--- src/rtl/blink_monitor_if.sv ---
// Signal bundle between a blink line source/observer and blink_monitor.
// master drives the blink line and clear pulse; slave is the monitor itself.
interface blink_monitor_if #(
  parameter int COUNT_WIDTH = 16
);
  logic                   blinker;
  logic                   clear_error;
  logic                   level;
  logic                   locked;
  logic                   error;
  logic [COUNT_WIDTH-1:0] last_run;
  logic [COUNT_WIDTH-1:0] edge_count;

  modport master (
    output blinker, clear_error,
    input  level, locked, error, last_run, edge_count
  );

  modport slave (
    input  blinker, clear_error,
    output level, locked, error, last_run, edge_count
  );
endinterface

--- src/rtl/blink_monitor.sv ---
// Checks a free-running blink line: measures every high/low run against HALF_PERIOD+-TOLERANCE,
// acquires lock after LOCK_COUNT good runs, latches a sticky fault on a bad run or stall while locked.
module blink_monitor #(
  parameter int HALF_PERIOD = 10,
  parameter int TOLERANCE   = 1,
  parameter int LOCK_COUNT  = 4,
  parameter int COUNT_WIDTH = 16
) (
  input  logic           clock,
  input  logic           reset,
  blink_monitor_if.slave mon
);

  localparam logic [1:0] ST_IDLE   = 2'd0;
  localparam logic [1:0] ST_TRACK  = 2'd1;
  localparam logic [1:0] ST_LOCKED = 2'd2;
  localparam logic [1:0] ST_FAULT  = 2'd3;

  localparam int GOOD_W = (LOCK_COUNT < 1) ? 1 : $clog2(LOCK_COUNT + 1);

  localparam logic [COUNT_WIDTH-1:0] RUN_MIN =
    COUNT_WIDTH'((HALF_PERIOD > TOLERANCE) ? (HALF_PERIOD - TOLERANCE) : 0);
  localparam logic [COUNT_WIDTH-1:0] RUN_MAX     = COUNT_WIDTH'(HALF_PERIOD + TOLERANCE);
  localparam logic [COUNT_WIDTH-1:0] RUN_TIMEOUT = COUNT_WIDTH'(HALF_PERIOD + TOLERANCE + 1);
  localparam logic [COUNT_WIDTH-1:0] CNT_MAX     = '1;
  localparam logic [GOOD_W:0]        GOOD_TARGET = (GOOD_W + 1)'(LOCK_COUNT);

  generate
    if (COUNT_WIDTH < 31 && (HALF_PERIOD + TOLERANCE + 1) > ((1 << COUNT_WIDTH) - 1)) begin : g_width_check
      $error("blink_monitor: HALF_PERIOD+TOLERANCE+1 does not fit in COUNT_WIDTH");
    end
  endgenerate

  logic                   s1, s2, s3;
  logic [COUNT_WIDTH-1:0] run_cnt;
  logic [GOOD_W-1:0]      good, good_nxt;
  logic [1:0]             state, state_nxt;
  logic                   locked_q, error_q;
  logic [COUNT_WIDTH-1:0] last_run_q, last_run_nxt;
  logic [COUNT_WIDTH-1:0] edge_count_q, edge_count_nxt;

  logic            edge_det;
  logic            run_good;
  logic            timeout;
  logic [GOOD_W:0] good_inc;

  assign edge_det = s2 ^ s3;
  assign run_good = (run_cnt >= RUN_MIN) && (run_cnt <= RUN_MAX);
  assign timeout  = !edge_det && (run_cnt == RUN_TIMEOUT);
  assign good_inc = {1'b0, good} + 1'b1;

  always_comb begin
    state_nxt      = state;
    good_nxt       = good;
    last_run_nxt   = last_run_q;
    edge_count_nxt = edge_count_q;
    case (state)
      ST_IDLE: begin
        // The first edge closes a run of unknown start, so its length is dropped.
        if (edge_det) begin
          state_nxt = ST_TRACK;
          good_nxt  = '0;
        end
      end
      ST_TRACK: begin
        if (edge_det) begin
          last_run_nxt = run_cnt;
          if (!run_good) begin
            good_nxt = '0;
          end else if (good_inc >= GOOD_TARGET) begin
            state_nxt = ST_LOCKED;
            good_nxt  = '0;
          end else begin
            good_nxt = good_inc[GOOD_W-1:0];
          end
        end else if (timeout) begin
          good_nxt = '0;
        end
      end
      ST_LOCKED: begin
        if (edge_det) begin
          last_run_nxt = run_cnt;
          if (!run_good) begin
            state_nxt = ST_FAULT;
          end else if (edge_count_q != CNT_MAX) begin
            edge_count_nxt = edge_count_q + 1'b1;
          end
        end else if (timeout) begin
          state_nxt = ST_FAULT;
        end
      end
      default: begin
        // Clear takes priority over a coincident edge, which is then ignored.
        if (mon.clear_error) begin
          state_nxt      = ST_IDLE;
          good_nxt       = '0;
          edge_count_nxt = '0;
        end else if (edge_det) begin
          last_run_nxt = run_cnt;
        end
      end
    endcase
  end

  always_ff @(posedge clock) begin
    if (reset) begin
      s1           <= 1'b0;
      s2           <= 1'b0;
      s3           <= 1'b0;
      run_cnt      <= '0;
      good         <= '0;
      state        <= ST_IDLE;
      locked_q     <= 1'b0;
      error_q      <= 1'b0;
      last_run_q   <= '0;
      edge_count_q <= '0;
    end else begin
      s1 <= mon.blinker;
      s2 <= s1;
      s3 <= s2;
      if (edge_det) begin
        run_cnt <= COUNT_WIDTH'(1);
      end else if (run_cnt != CNT_MAX) begin
        run_cnt <= run_cnt + 1'b1;
      end
      good         <= good_nxt;
      state        <= state_nxt;
      locked_q     <= (state_nxt == ST_LOCKED);
      error_q      <= (state_nxt == ST_FAULT);
      last_run_q   <= last_run_nxt;
      edge_count_q <= edge_count_nxt;
    end
  end

  assign mon.level      = s2;
  assign mon.locked     = locked_q;
  assign mon.error      = error_q;
  assign mon.last_run   = last_run_q;
  assign mon.edge_count = edge_count_q;

endmodule

--- src/flat_wrapper.sv ---
// flat-port wrapper written by rule: the top's interface ports become plain ports
module blink_monitor_flat 
#(
  parameter int HALF_PERIOD = 10,
  parameter int TOLERANCE   = 1,
  parameter int LOCK_COUNT  = 4,
  parameter int COUNT_WIDTH = 16
)
  (clock, reset, mon_blinker, mon_clear_error, mon_level, mon_locked, mon_error, mon_last_run, mon_edge_count);
  blink_monitor_if #(.COUNT_WIDTH(COUNT_WIDTH)) mon_i ();
  input  logic clock;
  input  logic reset;
  input wire logic [$bits(mon_i.blinker)-1:0] mon_blinker;
  input wire logic [$bits(mon_i.clear_error)-1:0] mon_clear_error;
  output wire logic [$bits(mon_i.level)-1:0] mon_level;
  output wire logic [$bits(mon_i.locked)-1:0] mon_locked;
  output wire logic [$bits(mon_i.error)-1:0] mon_error;
  output wire logic [$bits(mon_i.last_run)-1:0] mon_last_run;
  output wire logic [$bits(mon_i.edge_count)-1:0] mon_edge_count;
  assign mon_i.blinker = mon_blinker;
  assign mon_i.clear_error = mon_clear_error;
  assign mon_level = mon_i.level;
  assign mon_locked = mon_i.locked;
  assign mon_error = mon_i.error;
  assign mon_last_run = mon_i.last_run;
  assign mon_edge_count = mon_i.edge_count;
  blink_monitor #(.HALF_PERIOD(HALF_PERIOD), .TOLERANCE(TOLERANCE), .LOCK_COUNT(LOCK_COUNT), .COUNT_WIDTH(COUNT_WIDTH)) u_core (.clock(clock), .reset(reset), .mon(mon_i));
endmodule
--- config.mk ---
export PLATFORM = sky130hd
export DESIGN_NAME = blink_monitor_flat
export DESIGN_NICKNAME = d
export VERILOG_FILES = /design/src/rtl/blink_monitor_if.sv /design/src/rtl/blink_monitor.sv /design/src/flat_wrapper.sv
export SDC_FILE = /design/constraint.sdc
export NUM_CORES = 1
export LEC_CHECK = 0
export CELL_PAD_IN_SITES_DETAIL_PLACEMENT = 1
export CELL_PAD_IN_SITES_GLOBAL_PLACEMENT = 1
export CORE_ASPECT_RATIO = 1.4
export CORE_MARGIN = 2
export CORE_UTILIZATION = 40
export DETAILED_ROUTE_END_ITERATION = 8
export PLACE_DENSITY = 0.84
export SLEW_MARGIN = 5
export SYNTH_ARGS = -nofsm -noshare
export SYNTH_HDL_FRONTEND = slang
export SYNTH_SLANG_ARGS = --single-unit
--- constraint.sdc ---
create_clock -name clock -period 3.8 [get_ports clock]
set_clock_uncertainty 0.05 [all_clocks]
set_input_delay 0.38 -clock clock [delete_from_list [all_inputs] [get_ports clock]]
set_output_delay 0.38 -clock clock [all_outputs]
set_load 0.1 [all_outputs]
# Word-level counts from Yosys, hierarchy flattened
# Cells that the tools add are included.
dict set report op_classes {
  n_eq_ne 13
  magnitude_cmp 3
  bitwise_logic 4
  n_addsub 3
  n_mux 26
  reduce_logical 13
}
# op count
set op_table {}
lappend op_table {{16-bit two-way mux} 6}
lappend op_table {{16-bit one-hot mux with 2 select lines} 2}
lappend op_table {{16-bit by 1-bit adder with 16-bit output, second input constant} 2}
lappend op_table {{16-bit inequality test, second input constant} 2}
lappend op_table {{3-bit two-way mux} 6}
lappend op_table {{16-bit by 4-bit equality test with 1-bit output, second input constant} 1}
lappend op_table {{16-bit by 4-bit >= comparator with 1-bit output, second input constant} 1}
lappend op_table {{16-bit by 4-bit less-or-equal comparator with 1-bit output, second input constant} 1}
lappend op_table {{2-bit two-way mux} 8}
lappend op_table {{3-bit one-hot mux with 3 select lines} 1}
lappend op_table {{2-bit by 1-bit inequality test with 1-bit output, second input constant} 4}
lappend op_table {{2-bit equality test, second input constant} 3}
lappend op_table {{2-bit one-hot mux with 3 select lines} 1}
lappend op_table {{2-bit OR reduction} 3}
lappend op_table {{5-bit AND reduction} 1}
lappend op_table {{3-bit by 1-bit adder with 4-bit output, second input constant} 1}
lappend op_table {{4-bit by 3-bit >= comparator with 1-bit output, second input constant} 1}
lappend op_table {{4-bit AND reduction} 1}
lappend op_table {{2-bit nonzero test} 2}
lappend op_table {{3-bit by 1-bit inequality test with 1-bit output, second input constant} 1}
lappend op_table {{1-bit NOT} 3}
lappend op_table {{3-bit nonzero test} 1}
lappend op_table {{2-bit by 1-bit equality test with 1-bit output, second input constant} 1}
lappend op_table {{1-bit logical AND} 2}
lappend op_table {{6 further kinds} 7}
dict set report word_totals {
  elab_cells 73
  in_bits 4
  regBits 58
}

# Depth between registers and ports, before layout
dict set report logic_depth {
  word_depth 7
  depth_mapped 9
}

# Least setup slack after synthesis
# OpenSTA, ideal clock, no wires.
dict set report synth_timing {
  path_kind {flip-flop to flip-flop}
  from {register u_core.s2 (netlist: u_core.mon.level)}
  to {register u_core.edge_count_q[12] (netlist: u_core.mon.edge_count[12])}
  path_buffers 1
  setup_slack_ns 0.992
  path_stages_with_launch 7
  t_arrival_ns 2.686
  cell_sequence {dfxtp_1 > xnor2_1 > or3_4 > o31a_1 > buf_2 > nor4_1 > mux2i_1}
}
dict set report synth_via {
  elab_chain_len 3
}
# element line_no
set synth_lines {}
lappend synth_lines {{from (decl)} blink_monitor.sv:34} ;# logic s1, s2, s3;
lappend synth_lines {{from (signal assigned)} blink_monitor.sv:108} ;# s2 <= 1'b0;
lappend synth_lines {{from (signal assigned)} blink_monitor.sv:119} ;# s2 <= s1;
lappend synth_lines {{1-bit XOR} blink_monitor.sv:47} ;# assign edge_det = s2 ^ s3;
lappend synth_lines {{2-bit by 1-bit inequality test with 1-bit output (no source line)} -}
lappend synth_lines {{5-bit AND reduction (no source line)} -}
lappend synth_lines {{to (signal assigned)} blink_monitor.sv:131} ;# edge_count_q <= edge_count_nxt;
lappend synth_lines {{to (decl)} blink_monitor.sv:40} ;# logic [COUNT_WIDTH-1:0] edge_count_q, edge_count_nxt;
# No other way between the ends.
# A chain may end at the register's enable or synchronous reset.

# Worst setup path after layout
dict set report layout_timing {
  from {register u_core.run_cnt[0]}
  to {register u_core.edge_count_q[9] (netlist: u_core.mon.edge_count[9])}
}
dict set report layout_via {
  elab_chain_len 4
  elab_cells_between_ends 5
}
# element line_no
set layout_lines {}
lappend layout_lines {{from (decl)} blink_monitor.sv:35} ;# logic [COUNT_WIDTH-1:0] run_cnt;
lappend layout_lines {{from (signal assigned)} blink_monitor.sv:124} ;# run_cnt <= run_cnt + 1'b1;
lappend layout_lines {{16-bit by 4-bit >= comparator with 1-bit output / 16-bit by 4-bit less-or-equal comparator with 1-bit output (equally long branches)} blink_monitor.sv:48} ;# assign run_good = (run_cnt >= RUN_MIN) && (run_cnt <= RUN_MAX);
lappend layout_lines {{1-bit logical AND (*)} blink_monitor.sv:48}
lappend layout_lines {{2-bit by 1-bit inequality test with 1-bit output (no source line) (*)} -}
lappend layout_lines {{5-bit AND reduction (no source line) (*)} -}
# Every way passes the cells marked *; elsewhere a longest branch is shown, timed or not.

==> flow_summary.yaml <==
status:
  status: "finished clean"
final_layout:
  n_fill_cell: 855
  postLayoutCellArea_um2: 3560
  syn2layout_area_growth_pct: 24.2
  n_antenna_cell: 0
  fin_nets: 383
  drive_gt1_share_pct: 6.67
  multi_input_area_um2: 1600
  seqCellArea_um2: 1160
logic_synthesis:
  synth_flop_cell: "dfxtp_1"
  synth-edff-count: 0
  ys_ff_latch: 58
  ys_seq_area_share_pct: 40.6
  synth_area_per_cell_um2: 8.55
  syn-num-nets: 348
  synthCells: 335
  ys_warn_count: 0
  yosysUniqueCellTypes: 49
  synthArstFlopShare_pct: 0
  synthesis.area_um2: 2860
clock_network:
  cts_tree: "done"
  clockBufferDepth: 2
  clk_latency_ns: 0.35
  cts_root_buf: "clkbuf_8"
  htree_levels: 3
  cts_resized: 0
  clk_pin_slew_ns: 0.07
  cts_buffers: 9
  cts_num_sinks: 58
  post-cts-setup-buffers: 0
  cts-hold-fix-buffers: 0
routing:
  num_vias: 2639
  maxUsedRoutingLayer: "met4"
  viasPerCell: 5.61
  met1_length_um: 3030
  drtAntennaViolNets: 0
  drt-wirelength-per-cell_um: 16.4
  drt-initial-drc-count: 59
  dr_wl_met3_um: 197
  first_pass_iters: 4
  wl_um: 7720
  drc: 0
  dr_wl_met2_um: 4280
timing:
  finalSetupTns_ns: 0
  fmax_mhz: 383
  post-route-min-period_ns: 2.61
  post-route-period-util_pct: 68.7
  worst_pin_slew_ns: 0.979
  relSlewSlack_pct: 34.5
  finalHoldViolCount: 0
  setup_viol: 0
  slew_viol_final: 0
  rsz0062_at_grt: "false"
global_routing:
  grt_pass1_vias: 2703
  track_usage_pct: 20.8
  antenna_found_initial: 0
  grt_start_max_net_pins: 36
  overflow: 0
  grt_pass1_wl_um: 12600
flow_run:
  maxCapViolCount: 0
floorplanning:
  die_h_um: 104
  design.portCount: 39
  std_cell_rows: 36
  dieArea_um2: 7860
  core_um2: 6940
  initial_core_util_pct: 41.3
  die_w_um: 75.5
worst_setup_path:
  critPathTopFamily: "simple AND/OR/NAND/NOR gates"
  critical_path_buf_inv_count: 1
  cpMaxStageDelayCell: "or4_1"
  cp-start-kind: "flip-flop"
  slowest_delay_ns: 0.53
  crit_fanout: 17
  endpoint_kind: "flip-flop"
  cp.required_ns: 4.03
  worst-setup-path-type: "reg -> reg"
  path_cells: "inv_1, ha_1, nor2b_1, or3_4, o31a_1, or4_1, a21oi_1"
  arrival_ns: 2.84
power:
  peakVddDrop_uv: 251
  p_per_area_nw_per_um2: 386
  p_leak_uw: 0.00118
place:
  portBuffers: 38
  place.gp.congestion: 0.873
  detailed_place_hpwl_um: 5230
  dpl-instance-area_um2: 3320
min_path:
  hold_class: "reg -> reg"
[cell families (layout without fill, tap and decap cells)]
| logic type | count (synthesis) | after routing | share of synthesized area, % |
|---|---|---|---|
| AOI/OAI and AO/OA | 61 | 61 | 13.9 |
| xor gates and xnor gates | 12 | 12 | 3.67 |
| adders and majority gates | 9 | 9 | 3.93 |
| buffers and inverters | 26 | 66 | 3.50 |
| DFF | 58 | 58 | 40.6 |
| muxes | 20 | 20 | 6.99 |
| and+or+nand+nor | 149 | 149 | 27.5 |
[per-stage QoR]
step	setup slack (ns)	total power [uW]	std cells	utilization [%]	hold WS, ns
after CTS	1.19	1380	470	51.3	0.406
after floorplan	0.992	684	335	-	0.364
after detailed placement	1.23	706	454	47.8	0.384
after global routing	1.02	1420	470	51.3	0.419
after global placement	1.31	704	454	47.8	0.368
final	1.19	1370	470	51.3	0.403
[Yosys cell counts, drive strengths merged, types with 9 or more instances]
cell / n / share of area [%]
a21oi: 21 / 3.7
clkbuf: 15 / 2.0
dfxtp: 58 / 41
ha: 9 / 3.9
inv: 9 / 1.2
mux2i: 20 / 7.0
nand2: 22 / 2.9
nand3: 17 / 3.0
nand4: 9 / 2.0
nor2: 41 / 5.4
nor4: 10 / 2.2
[cell type report]
cell class | count | share of cell area [%]
inverters | 9 | 0.950
repair buffers | 41 | 11.3
clock inverters | 4 | 2.04
multi-input cells | 251 | 45.0
flip-flops and latches | 58 | 32.7
clock buffers | 12 | 4.64
well taps | 95 | 3.34
[registers in the layout, summed over array words and instances (netlist names)]
name and flops:
u_core.mon.edge_count 16, u_core.mon.last_run 16, u_core.run_cnt 16, u_core.good 3, u_core.state 2, u_core.mon.error 1, u_core.mon.level 1, u_core.mon.locked 1
u_core.s1 1, u_core.s3 1
[where the power goes]
part	internal, uW	switching, uW	leakage [uW]
clock	422	257	0.000119
sequential	613	7.98	0.000468
combinational	25.8	45.9	0.000593
total	1060	311	0.00118
[layout by cell type (no fill, tap or decap), types with 7 or more instances in the layout]
master / count
dfxtp_1: 58
nor2_1: 41
clkdlybuf4s50_1: 38
nand2_1: 22
a21oi_1: 21
mux2i_1: 20
nand3_1: 17
clkbuf_8: 12
nor4_1: 10
inv_1: 9
nand4_1: 9
ha_1: 9
nor2b_1: 7
o31ai_1: 7
xor2_1: 7
o21ai_0: 7
[worst paths after layout]
check                                       start                        to  slack, ns  depth (start not counted)
worst max register to register  u_core.run_cnt[0]  u_core.mon.edge_count[9]       1.19                          7
worst max-delay path            u_core.run_cnt[0]  u_core.mon.edge_count[9]       1.19                          7
worst min register to register          u_core.s1          u_core.mon.level       0.40                          1
worst min-delay path                    u_core.s1          u_core.mon.level       0.40                          1
[per-layer routing]
layer	vias to the layer above	GRT usage, %
met3	19	3.78
met2	42	38.5
met5	-	0
met4	0	9.90
li1	1291	-
met1	1287	21.2
No activity file was read; power rests on OpenSTA's default activity.
==> patch, RTL diff (config.mk and constraints unchanged) <==
`COUNT_WIDTH` is set to 16 in 3 places; all go to 15.
--- a/src/rtl/blink_monitor_if.sv
+++ b/src/rtl/blink_monitor_if.sv
@@ -1,7 +1,7 @@
 // Signal bundle between a blink line source/observer and blink_monitor.
 // master drives the blink line and clear pulse; slave is the monitor itself.
 interface blink_monitor_if #(
-  parameter int COUNT_WIDTH = 16
+  parameter int COUNT_WIDTH = 15
 );
   logic                   blinker;
   logic                   clear_error;
--- a/src/rtl/blink_monitor.sv
+++ b/src/rtl/blink_monitor.sv
@@ -4,7 +4,7 @@
   parameter int HALF_PERIOD = 10,
   parameter int TOLERANCE   = 1,
   parameter int LOCK_COUNT  = 4,
-  parameter int COUNT_WIDTH = 16
+  parameter int COUNT_WIDTH = 15
 ) (
   input  logic           clock,
   input  logic           reset,
--- a/src/flat_wrapper.sv
+++ b/src/flat_wrapper.sv
@@ -4,7 +4,7 @@
   parameter int HALF_PERIOD = 10,
   parameter int TOLERANCE   = 1,
   parameter int LOCK_COUNT  = 4,
-  parameter int COUNT_WIDTH = 16
+  parameter int COUNT_WIDTH = 15
 )
   (clock, reset, mon_blinker, mon_clear_error, mon_level, mon_locked, mon_error, mon_last_run, mon_edge_count);
   blink_monitor_if #(.COUNT_WIDTH(COUNT_WIDTH)) mon_i ();
Interface: changed (resized mon_edge_count and mon_last_run); port bits go from 39 to 37. No check against the original RTL was run, so the function may have changed too.
==> patch against the original RTL <==
- design area decreased by 7.1%
- critical endpoint is now mon_edge_count[2]
- worst setup slack improved by 250 ps
- wire length decreased by 14%
- global-route usage decreased by 1.6 points
- sequential share of layout area increased by 0.68 points
- area after synthesis decreased by 3.5%
- core utilization decreased by 1.6 points
- maximum frequency increased by 11%
- sequential cell count decreased by 3
- largest cell class unchanged
- critical path type is now flip-flop to output pin
Power is not compared: it rests on default switching activity, and its combinational part moved more than twofold at a synthesized area within 25%.
==> patch: results (changes against the original RTL) <==
** Outcome
- Result of the run: completed (unchanged).

** Layout
- Fraction of layout instances using a drive strength above 1 :: 7.35% (was 6.67%)
- The number of nets in the layout came to 352 (was 383).

** Yosys
- The fraction of the mapped netlist area in compound gates was 12.8% (was 13.9%).
- The sequential cell area fraction in the yosys report is 39.9% (was 40.6%).
- The area share of xor/xnor cells in the synthesized design was 3.80% (was 3.67%).
- The count of unique library cells instantiated by Yosys came to 49 (unchanged).
- Multiplexer share of the synthesized area :: 7.61% (was 6.99%)
- Syn_nets :: 321 (was 348)
- Post-Synth Adder-Cell Area :: 4.08% (was 3.93%)
- Area contributors post-synth: sky130_fd_sc_hd__dfxtp_1, sky130_fd_sc_hd__mux2i_1, sky130_fd_sc_hd__nor2_1, sky130_fd_sc_hd__ha_1, sky130_fd_sc_hd__a21oi_1 (unchanged).
- Async set-reset flop share out of synthesis :: 0% (unchanged)
- The number of synthesis warnings is 0 (unchanged).
- Synth cell count leaders :: sky130_fd_sc_hd__dfxtp_1, sky130_fd_sc_hd__nor2_1, sky130_fd_sc_hd__mux2i_1 (was sky130_fd_sc_hd__dfxtp_1, sky130_fd_sc_hd__nor2_1, sky130_fd_sc_hd__nand2_1)

** Place
- HPWL reported at the end of detailed placement :: 4920 microns (was 5230 microns)
- The cell area reported after detailed placement is 3200 sq um (was 3320 sq um).
- Gp weighted congestion :: 0.827 (was 0.873)
- Input/output buffers :: 36 (was 38)
- The pre-CTS worst setup slack is 1500 ps (was 1230 ps).

** Clocking
- Clock slew at reported path FFs :: 100 ps (was 70 ps)
- Max Root-Sink Buffers :: 2 (unchanged)
- The buffer count from post-CTS setup fixing came to 0 (unchanged).
- Num CTS Buffers :: 5 (was 9)
- Maximum level of the CTS H-tree :: 2 (was 3)
- Gates resized, CTS repair :: 0 (unchanged)
- Skew-Pair Late Insertion Delay :: 310 ps (was 350 ps)

** GRT
- The via count of the first global-routing pass was 2480 (was 2703).
- Global-route wire length before repair :: 11500 microns (was 12600 microns)
- The all-layer global routing usage came to 19.2% (was 20.8%).
- Largest net degree at the start of global routing :: 31 (was 36)

** Setup path
- The highest-delay cell along the critical path was sky130_fd_sc_hd__clkdlybuf4s50_1 (was sky130_fd_sc_hd__or4_1).
- Peak fanout along the critical path :: 7 (was 17)
- The worst stage delay on the critical path is 1180 ps (was 530 ps).
- Critical Path AT :: 1930 ps (was 2840 ps)
- The family with the most delay on the worst path is buffers and inverters (was simple AND/OR/NAND/NOR gates).

** Route
- The final routed wirelength across all metal layers came to 6640 microns (was 7720 microns).
- The initial detailed-routing violation count came to 75 (was 59).
- Post-DR vias/cell :: 5.49 (was 5.61)
- Detailed-router iteration count before antenna repair :: 4 (unchanged)

** Worst hold path
- HP Class :: flip-flop to flip-flop (unchanged)

** STA
- The transition time at the pin with the least slew margin came to 1160 ps (was 979 ps).

** Power and ir drop
- Cell leakage power :: 1.10 nW
==> patch: cell count changes in the layout (fill, tap and decap cells not counted), sizes merged, moves of 5 or more <==
cell / change
nor2: -8
xor2: -5
xnor2: +5
clkbuf: -5
nand2: -6
==> patch: logic make-up (layout without fill, tap and decap cells) <==
logic type	after synthesis	in the layout
and+or+nand+nor	129	129
AOI/OAI and AO/OA	55	55
DFF	55	55
buffers and inverters	27	59
muxes	21	21
xor gates and xnor gates	12	12
adders and majority gates	9	9
==> patch: worst reg2reg max path, delay by kind of cell, from the launching register on <==
kind,cells,cell delay [ps]
AOI/OAI and AO/OA,1,160
DFF,1,420
and+or+nand+nor,4,1600
==> patch: worst paths after layout <==
check,from,endpoint,slack (ps),cells after the start
hold reg to reg,u_core.s1,u_core.mon.level,420,1
hold / removal,u_core.s1,u_core.mon.level,420,1
setup reg to reg,u_core.mon.edge_count[7],u_core.mon.edge_count[6],1480,5
setup / recovery,u_core.mon.edge_count[2],mon_edge_count[2],1440,1
==> patch: through the flow <==
step,hold WS [ps],instances
finish,419,432
global route,436,432
CTS,423,432
detailed placement,409,424
global placement,371,424
floorplan,364,308
==> patch: layout make-up <==
type | count | area, sq um
fill | 812 | 3350
tap | 92 | 115
clock inverter | 1 | 7.51
timing repair buffer | 38 | 375
multi-input combinational | 226 | 1560
inverter | 13 | 48.8
sequential | 55 | 1100
clock buffer | 7 | 96.3
==> patch: metal layers <==
metal  wire length (microns)  GRT usage, %  vias to the layer above
met3                     138          2.47                        8
met4                     104          6.18                        0
met1                    2590          20.5                     1170
met2                    3810          37.8                       32
li1                        -             -                     1160
met5                       0             0                        -
==> patch: report_power, final <==
part | internal (mW) | leakage (nW) | switching, mW
Clock | 0.166 | 0.0505 | 0.192
Sequential | 0.586 | 0.444 | 0.0111
Combinational | 0.0502 | 0.606 | 0.102
Total | 0.802 | 1.10 | 0.305
